[src/rtl/axis_1553_encoder.sv]
// MIL-STD-1553 word encoder fed by an AXI-Stream slave.
// Each accepted word is sent as sync, 16 Manchester II data bits (MSB first) and odd parity.
// Optional inter-word gap support is compiled in with `define UTIL_AXIS_1553_ENCODER_GAP_EN.
module axis_1553_encoder #(
   parameter int unsigned clock_speed = 2000000
) (
   input  logic        aclk,
   input  logic        arst,
   input  logic [15:0] s_axis_tdata,
   input  logic        s_axis_tvalid,
   input  logic [7:0]  s_axis_tuser,
   output logic        s_axis_tready,
   output logic [1:0]  diff,
   output logic        en_diff
);

   // Cycles per half bit time.
   localparam int unsigned H    = clock_speed / 2000000;
   localparam int unsigned CntW = $clog2(3 * H);

   localparam logic [CntW-1:0] HalfLast = CntW'(H - 1);
   localparam logic [CntW-1:0] SyncLast = CntW'(3 * H - 1);

   localparam logic [2:0] StIdle   = 3'd0;
   localparam logic [2:0] StSync   = 3'd1;
   localparam logic [2:0] StData   = 3'd2;
   localparam logic [2:0] StParity = 3'd3;
`ifdef UTIL_AXIS_1553_ENCODER_GAP_EN
   localparam logic [2:0] StGap    = 3'd4;
   localparam int unsigned GapW    = $clog2(30 * H);
`endif

   logic [2:0]      state_q, state_d;
   logic [CntW-1:0] cnt_q, cnt_d;
   logic            half_q, half_d;
   logic [3:0]      bit_q, bit_d;
   logic [15:0]     data_q, data_d;
   logic            cmd_q, cmd_d;
   logic            par_q, par_d;
   logic            tready_q, tready_d;
   logic [1:0]      diff_q, diff_d;
   logic            en_q, en_d;
   logic            level;
`ifdef UTIL_AXIS_1553_ENCODER_GAP_EN
   logic [3:0]      gap_q, gap_d;
   logic [GapW-1:0] gap_cnt_q, gap_cnt_d;
   logic [31:0]     gap_len;
   logic [GapW-1:0] gap_last;
   logic            unused_tuser;
   assign unused_tuser = s_axis_tuser[4];
`else
   logic            unused_tuser;
   assign unused_tuser = ^s_axis_tuser[4:0];
`endif

   // Sequencer: half-bit timing, bit index and state transitions.
   always_comb begin
      state_d = state_q;
      cnt_d   = cnt_q;
      half_d  = half_q;
      bit_d   = bit_q;
      data_d  = data_q;
      cmd_d   = cmd_q;
      par_d   = par_q;
`ifdef UTIL_AXIS_1553_ENCODER_GAP_EN
      gap_d     = gap_q;
      gap_cnt_d = gap_cnt_q;
      gap_len   = 32'(gap_q) * 2 * H;
      gap_last  = GapW'(gap_len - 1);
`endif
      case (state_q)
         StIdle: begin
            if (s_axis_tvalid && tready_q) begin
               data_d  = s_axis_tdata;
               cmd_d   = (s_axis_tuser[7:5] == 3'b100);
               par_d   = ~^s_axis_tdata;
`ifdef UTIL_AXIS_1553_ENCODER_GAP_EN
               gap_d   = s_axis_tuser[3:0];
`endif
               state_d = StSync;
               cnt_d   = '0;
               half_d  = 1'b0;
            end
         end
         StSync: begin
            if (cnt_q == SyncLast) begin
               cnt_d  = '0;
               half_d = ~half_q;
               if (half_q) begin
                  state_d = StData;
                  bit_d   = 4'd15;
               end
            end else begin
               cnt_d = cnt_q + CntW'(1);
            end
         end
         StData: begin
            if (cnt_q == HalfLast) begin
               cnt_d  = '0;
               half_d = ~half_q;
               if (half_q) begin
                  if (bit_q == 4'd0) state_d = StParity;
                  else               bit_d   = bit_q - 4'd1;
               end
            end else begin
               cnt_d = cnt_q + CntW'(1);
            end
         end
         StParity: begin
            if (cnt_q == HalfLast) begin
               cnt_d  = '0;
               half_d = ~half_q;
               if (half_q) begin
`ifdef UTIL_AXIS_1553_ENCODER_GAP_EN
                  if (gap_q != 4'd0) begin
                     state_d   = StGap;
                     gap_cnt_d = '0;
                  end else begin
                     state_d = StIdle;
                  end
`else
                  state_d = StIdle;
`endif
               end
            end else begin
               cnt_d = cnt_q + CntW'(1);
            end
         end
`ifdef UTIL_AXIS_1553_ENCODER_GAP_EN
         StGap: begin
            if (gap_cnt_q == gap_last) state_d   = StIdle;
            else                       gap_cnt_d = gap_cnt_q + GapW'(1);
         end
`endif
         default: state_d = StIdle;
      endcase
   end

   // Output decode from next state so every output is a plain register.
   always_comb begin
      level    = 1'b0;
      en_d     = 1'b0;
      tready_d = (state_d == StIdle);
      case (state_d)
         StSync: begin
            level = cmd_d ? ~half_d : half_d;
            en_d  = 1'b1;
         end
         StData: begin
            level = data_d[bit_d] ? ~half_d : half_d;
            en_d  = 1'b1;
         end
         StParity: begin
            level = par_d ? ~half_d : half_d;
            en_d  = 1'b1;
         end
         default: level = 1'b0;
      endcase
      diff_d = en_d ? (level ? 2'b10 : 2'b01) : 2'b00;
   end

   // State and output registers, cleared asynchronously.
   always_ff @(posedge aclk or posedge arst) begin
      if (arst) begin
         state_q  <= StIdle;
         cnt_q    <= '0;
         half_q   <= 1'b0;
         bit_q    <= 4'd0;
         data_q   <= 16'd0;
         cmd_q    <= 1'b0;
         par_q    <= 1'b0;
         tready_q <= 1'b0;
         diff_q   <= 2'b00;
         en_q     <= 1'b0;
`ifdef UTIL_AXIS_1553_ENCODER_GAP_EN
         gap_q     <= 4'd0;
         gap_cnt_q <= '0;
`endif
      end else begin
         state_q  <= state_d;
         cnt_q    <= cnt_d;
         half_q   <= half_d;
         bit_q    <= bit_d;
         data_q   <= data_d;
         cmd_q    <= cmd_d;
         par_q    <= par_d;
         tready_q <= tready_d;
         diff_q   <= diff_d;
         en_q     <= en_d;
`ifdef UTIL_AXIS_1553_ENCODER_GAP_EN
         gap_q     <= gap_d;
         gap_cnt_q <= gap_cnt_d;
`endif
      end
   end

   assign s_axis_tready = tready_q;
   assign diff          = diff_q;
   assign en_diff       = en_q;

endmodule

[config.mk]
export PLATFORM = sky130hd
export DESIGN_NAME = axis_1553_encoder
export DESIGN_NICKNAME = d
export VERILOG_FILES = /design/src/rtl/axis_1553_encoder.sv
export SDC_FILE = /design/constraint.sdc
export NUM_CORES = 1
export LEC_CHECK = 0
export ABC_AREA = 1
export BUFFER_PORTS_ARGS = -buffer_cell sky130_fd_sc_hd__buf_2
export CORE_MARGIN = 5
export CORE_UTILIZATION = 49
export CTS_BUF_LIST = sky130_fd_sc_hd__clkbuf_8
export CTS_CLUSTER_DIAMETER = 30
export DETAILED_ROUTE_END_ITERATION = 16
export PLACE_DENSITY = 0.84
export SETUP_SLACK_MARGIN = 0.05
export SLEW_MARGIN = 20
export SYNTH_ARGS = -nofsm -noshare
export SYNTH_HDL_FRONTEND = slang
export SYNTH_SLANG_ARGS = --single-unit
[constraint.sdc]
create_clock -name aclk -period 1.88 [get_ports aclk]
set_clock_uncertainty 0.05 [all_clocks]
set_input_delay 0.188 -clock aclk [delete_from_list [all_inputs] [get_ports aclk]]
set_output_delay 0.188 -clock aclk [all_outputs]
set_load 0.01 [all_outputs]
==> metrics.txt <==
row cnt 23; full die area 5726 um2; worst min-delay path startpoint s_axis_tdata[14]; buffers added on ports 25; worst-case hold slack 0.1070 ns; critical-path cell list inv_2 > ha_4 > nand2_4 > inv_4 > nand2_4 > nor2_4 > nand2_4 > nand2_8 > nand2_2 > nand3_1 > nand3_2 > nand3_2 > nand2_2 > nand2_2 > nand3_2 > nand2_2 > nor2_2; core outline area 4086 um2; Initial Utilization 0.5171; WP buf/inv 2; Final Hold Vio Count 0; Arr. time, crit path 2.28 ns; H-tree levels 2; drt pass-1 iters 5; Int Pwr 0.002029 W; syn_nets 296; CTS Sinks 32; largest net degree at the start of global routing 33; Required @ worst endpoint 2.02 ns; dpl ws -0.1186 ns; Avg Cell Area, Syn 7.975 um2; worst hold path class in2reg; #FFs+latches synth 32; area leader, netlist dfrtp_1; crit path launch type flip-flop; CP endpoint kind flip-flop; worst r2r dst diff[0]; reg2reg setup slack -0.26 ns; unrepaired setup endpoints after global routing yes; minimum clock period 2.138 ns; Tcrit/Tclk final 1.137; Power Density 1295 nW/um2; CP top delay family simple AND/OR/NAND/NOR gates; Critical Path Stages 17; count leader, synth nand2_1; Netlist Area Pre-Place 2113 um2; dpl cell area 2454 um2; outcome complete, but fails checks; DIE HEIGHT 75.67 um; DP Wirelength 3.506 mm; CP max-delay cell dfrtp_1; Sequential Area 800.8 um2; worst setup margin -0.2581 ns; Cell variety after synth 31; Comb pwr share 0.554; final setup fails 2; Avg Vias per Cell 5.439; first-pass GRT wire length 9.059 mm; net switching power 0.001623 W; vias in the first global route 2090; Post-Route WL 5.926 mm; GP Congestion 0.8004; Layout area overhead 33.45%; clock transition at the registers of the reported paths 0.07 ns; Routed Antenna Nets 0; Synth Instances 265; total CTS buffers 5; switch share 0.4444; CP max stage delay 0.42 ns; max-slew violations 0; worst skew pair latency 0.29 ns; multi-input logic area 1364 um2; Clk pwr share 0.153; r2r worst-path depth 17; Highest Clock Rate 467.7 MHz; violated checks setup timing; Post-synth top cells 94 x nand2_1, 32 x dfrtp_1, 26 x nand3_1; CTS tree done; GRT Overall Usage 0.2098; crit path max fanout 6; n_diodes 0; post-synth top area share 0.3789; placed cells 359; fin util 0.6901; yosys warns 0; register area share after synthesis 0.3789; Final Instance Area 2820 um2; WS Path Type reg2reg; Leakage 1.504 nW; max_cap viols 0; filler cell count 293; DR WL/cell 15.59 um; DR vias 2067; number of synthesized flops with an enable pin 0; ys async rst share 1.000; Setup crit end diff[0]; IO Pins 31; Peak VDD IR 0.9428 mV; clock root buffer clkbuf_8; overall overflow remaining after global route 0; Total Nets Final 360; critical path launch point cnt_q[1]; ys flop type dfrtp_1; DR iter-0 viols 112; largest cells by area after synthesis dfrtp_1 38%, nand2_1 17%, nand3_1 6.2%; worst reg2reg startpoint cnt_q[1]; critical path's most frequent cell nand2_2; DR DRC count 0; Max Root-Sink Buffers 2; fin cells 380; Die X 75.67 um; share of cells above drive strength 1 0.4152; Seq pwr share 0.293; initial antenna violation count 0
[layout make-up]
class | count | share of cell area
multi-input combinational | 204 | 0.4836
sequential | 32 | 0.2839
timing repair buffer | 56 | 0.1331
inverter | 30 | 0.04437
clock buffer | 6 | 0.02928
tap | 50 | 0.02218
clock inverter | 2 | 0.003549
[cell usage in the layout, fill, tap and decap left out, types with 3 or more instances in the layout]
cell      synthesis  routed
buf_2             0      25
buf_4             0      26
buf_6             2       4
clkbuf_8          0       6
dfrtp_1          32      32
inv_1            24      22
inv_2             2       4
inv_4             2       3
nand2_1          94      87
nand2_2          11      15
nand2_4           6      11
nand3_1          26      10
nand3_2           4      20
nand3_4           4       4
nor2_1            9       9
nor2_4            5       5
o21ai_0           6       6
xnor2_1          10      10
xor2_1            6       6
[power groups by stage]
stage / sequential (W) / combinational (W) / clock [W]
2_1_floorplan: 0.00106 / 0.00110 / 0
3_3_place_gp: 0.00105 / 0.00151 / 0
3_5_place_dp: 0.00107 / 0.00155 / 0
4_1_cts: 0.00106 / 0.00177 / 0.000560
5_1_grt: 0.00110 / 0.00221 / 0.000588
6_report: 0.00107 / 0.00202 / 0.000557
[what timing repair did]
action / CTS / global route
endpoints found under the hold margin: 32 / 0
endpoints found under the setup margin: 2 / 2
hold buffers: 1 / 0
cloned: 1 / 2
buffers inserted: 5 / 4
resized for setup: 21 / 17
pin swaps: 6 / 12
[worst min path at each step]
| stage | endpoint | cells past startpoint |
|---|---|---|
| floorplan | bit_q[0] | 1 |
| global placement | cmd_q | 3 |
| detailed placement | par_q | 3 |
| CTS | data_q[11] | 3 |
| global route | data_q[14] | 3 |
| finish | data_q[14] | 3 |
[per-layer routing]
layer  wire [um]  part of all wire  vias up  track usage
met4         227             0.038        0       0.1107
met3         316             0.053       29      0.03826
met2        3173              0.54       86       0.3730
met1        2209              0.37      991       0.2375
li1            -                 -      961            -
met5           0                 0        -            0
[logic make-up (layout without fill, tap and decap cells)]
logic type                 count (synthesis)  after routing  synth area share
AOI/OAI and AO/OA                         14             14           0.04145
other                                      1              1          0.001774
adders and majority gates                  4              4           0.02368
DFF                                       32             32            0.3789
buffers and inverters                     32             94           0.06750
and+or+nand+nor                          166            169            0.4204
xor gates and xnor gates                  16             16           0.06631
[through the flow]
step           setup TNS, ns  power (W)
5_1_grt              -0.7140   0.003898
3_3_place_gp        -0.07867   0.002557
3_5_place_dp         -0.2010   0.002621
4_1_cts              -0.1582   0.003395
2_1_floorplan              0   0.002164
6_report             -0.4698   0.003652
[tightest hold or removal path, stage by stage]
cell and delay, ns:
buf_2 0.09, nand2_1 0.06, nand2_2 0.08
[flip-flops by register name (all words and copies together), names as in the netlist]
register       cells
data_q            16
half_q             1
cnt_q              2
s_axis_tready      1
par_q              1
diff               2
cmd_q              1
bit_q              4
en_diff            1
state_q            3
Power figures use the tool's default switching activity.
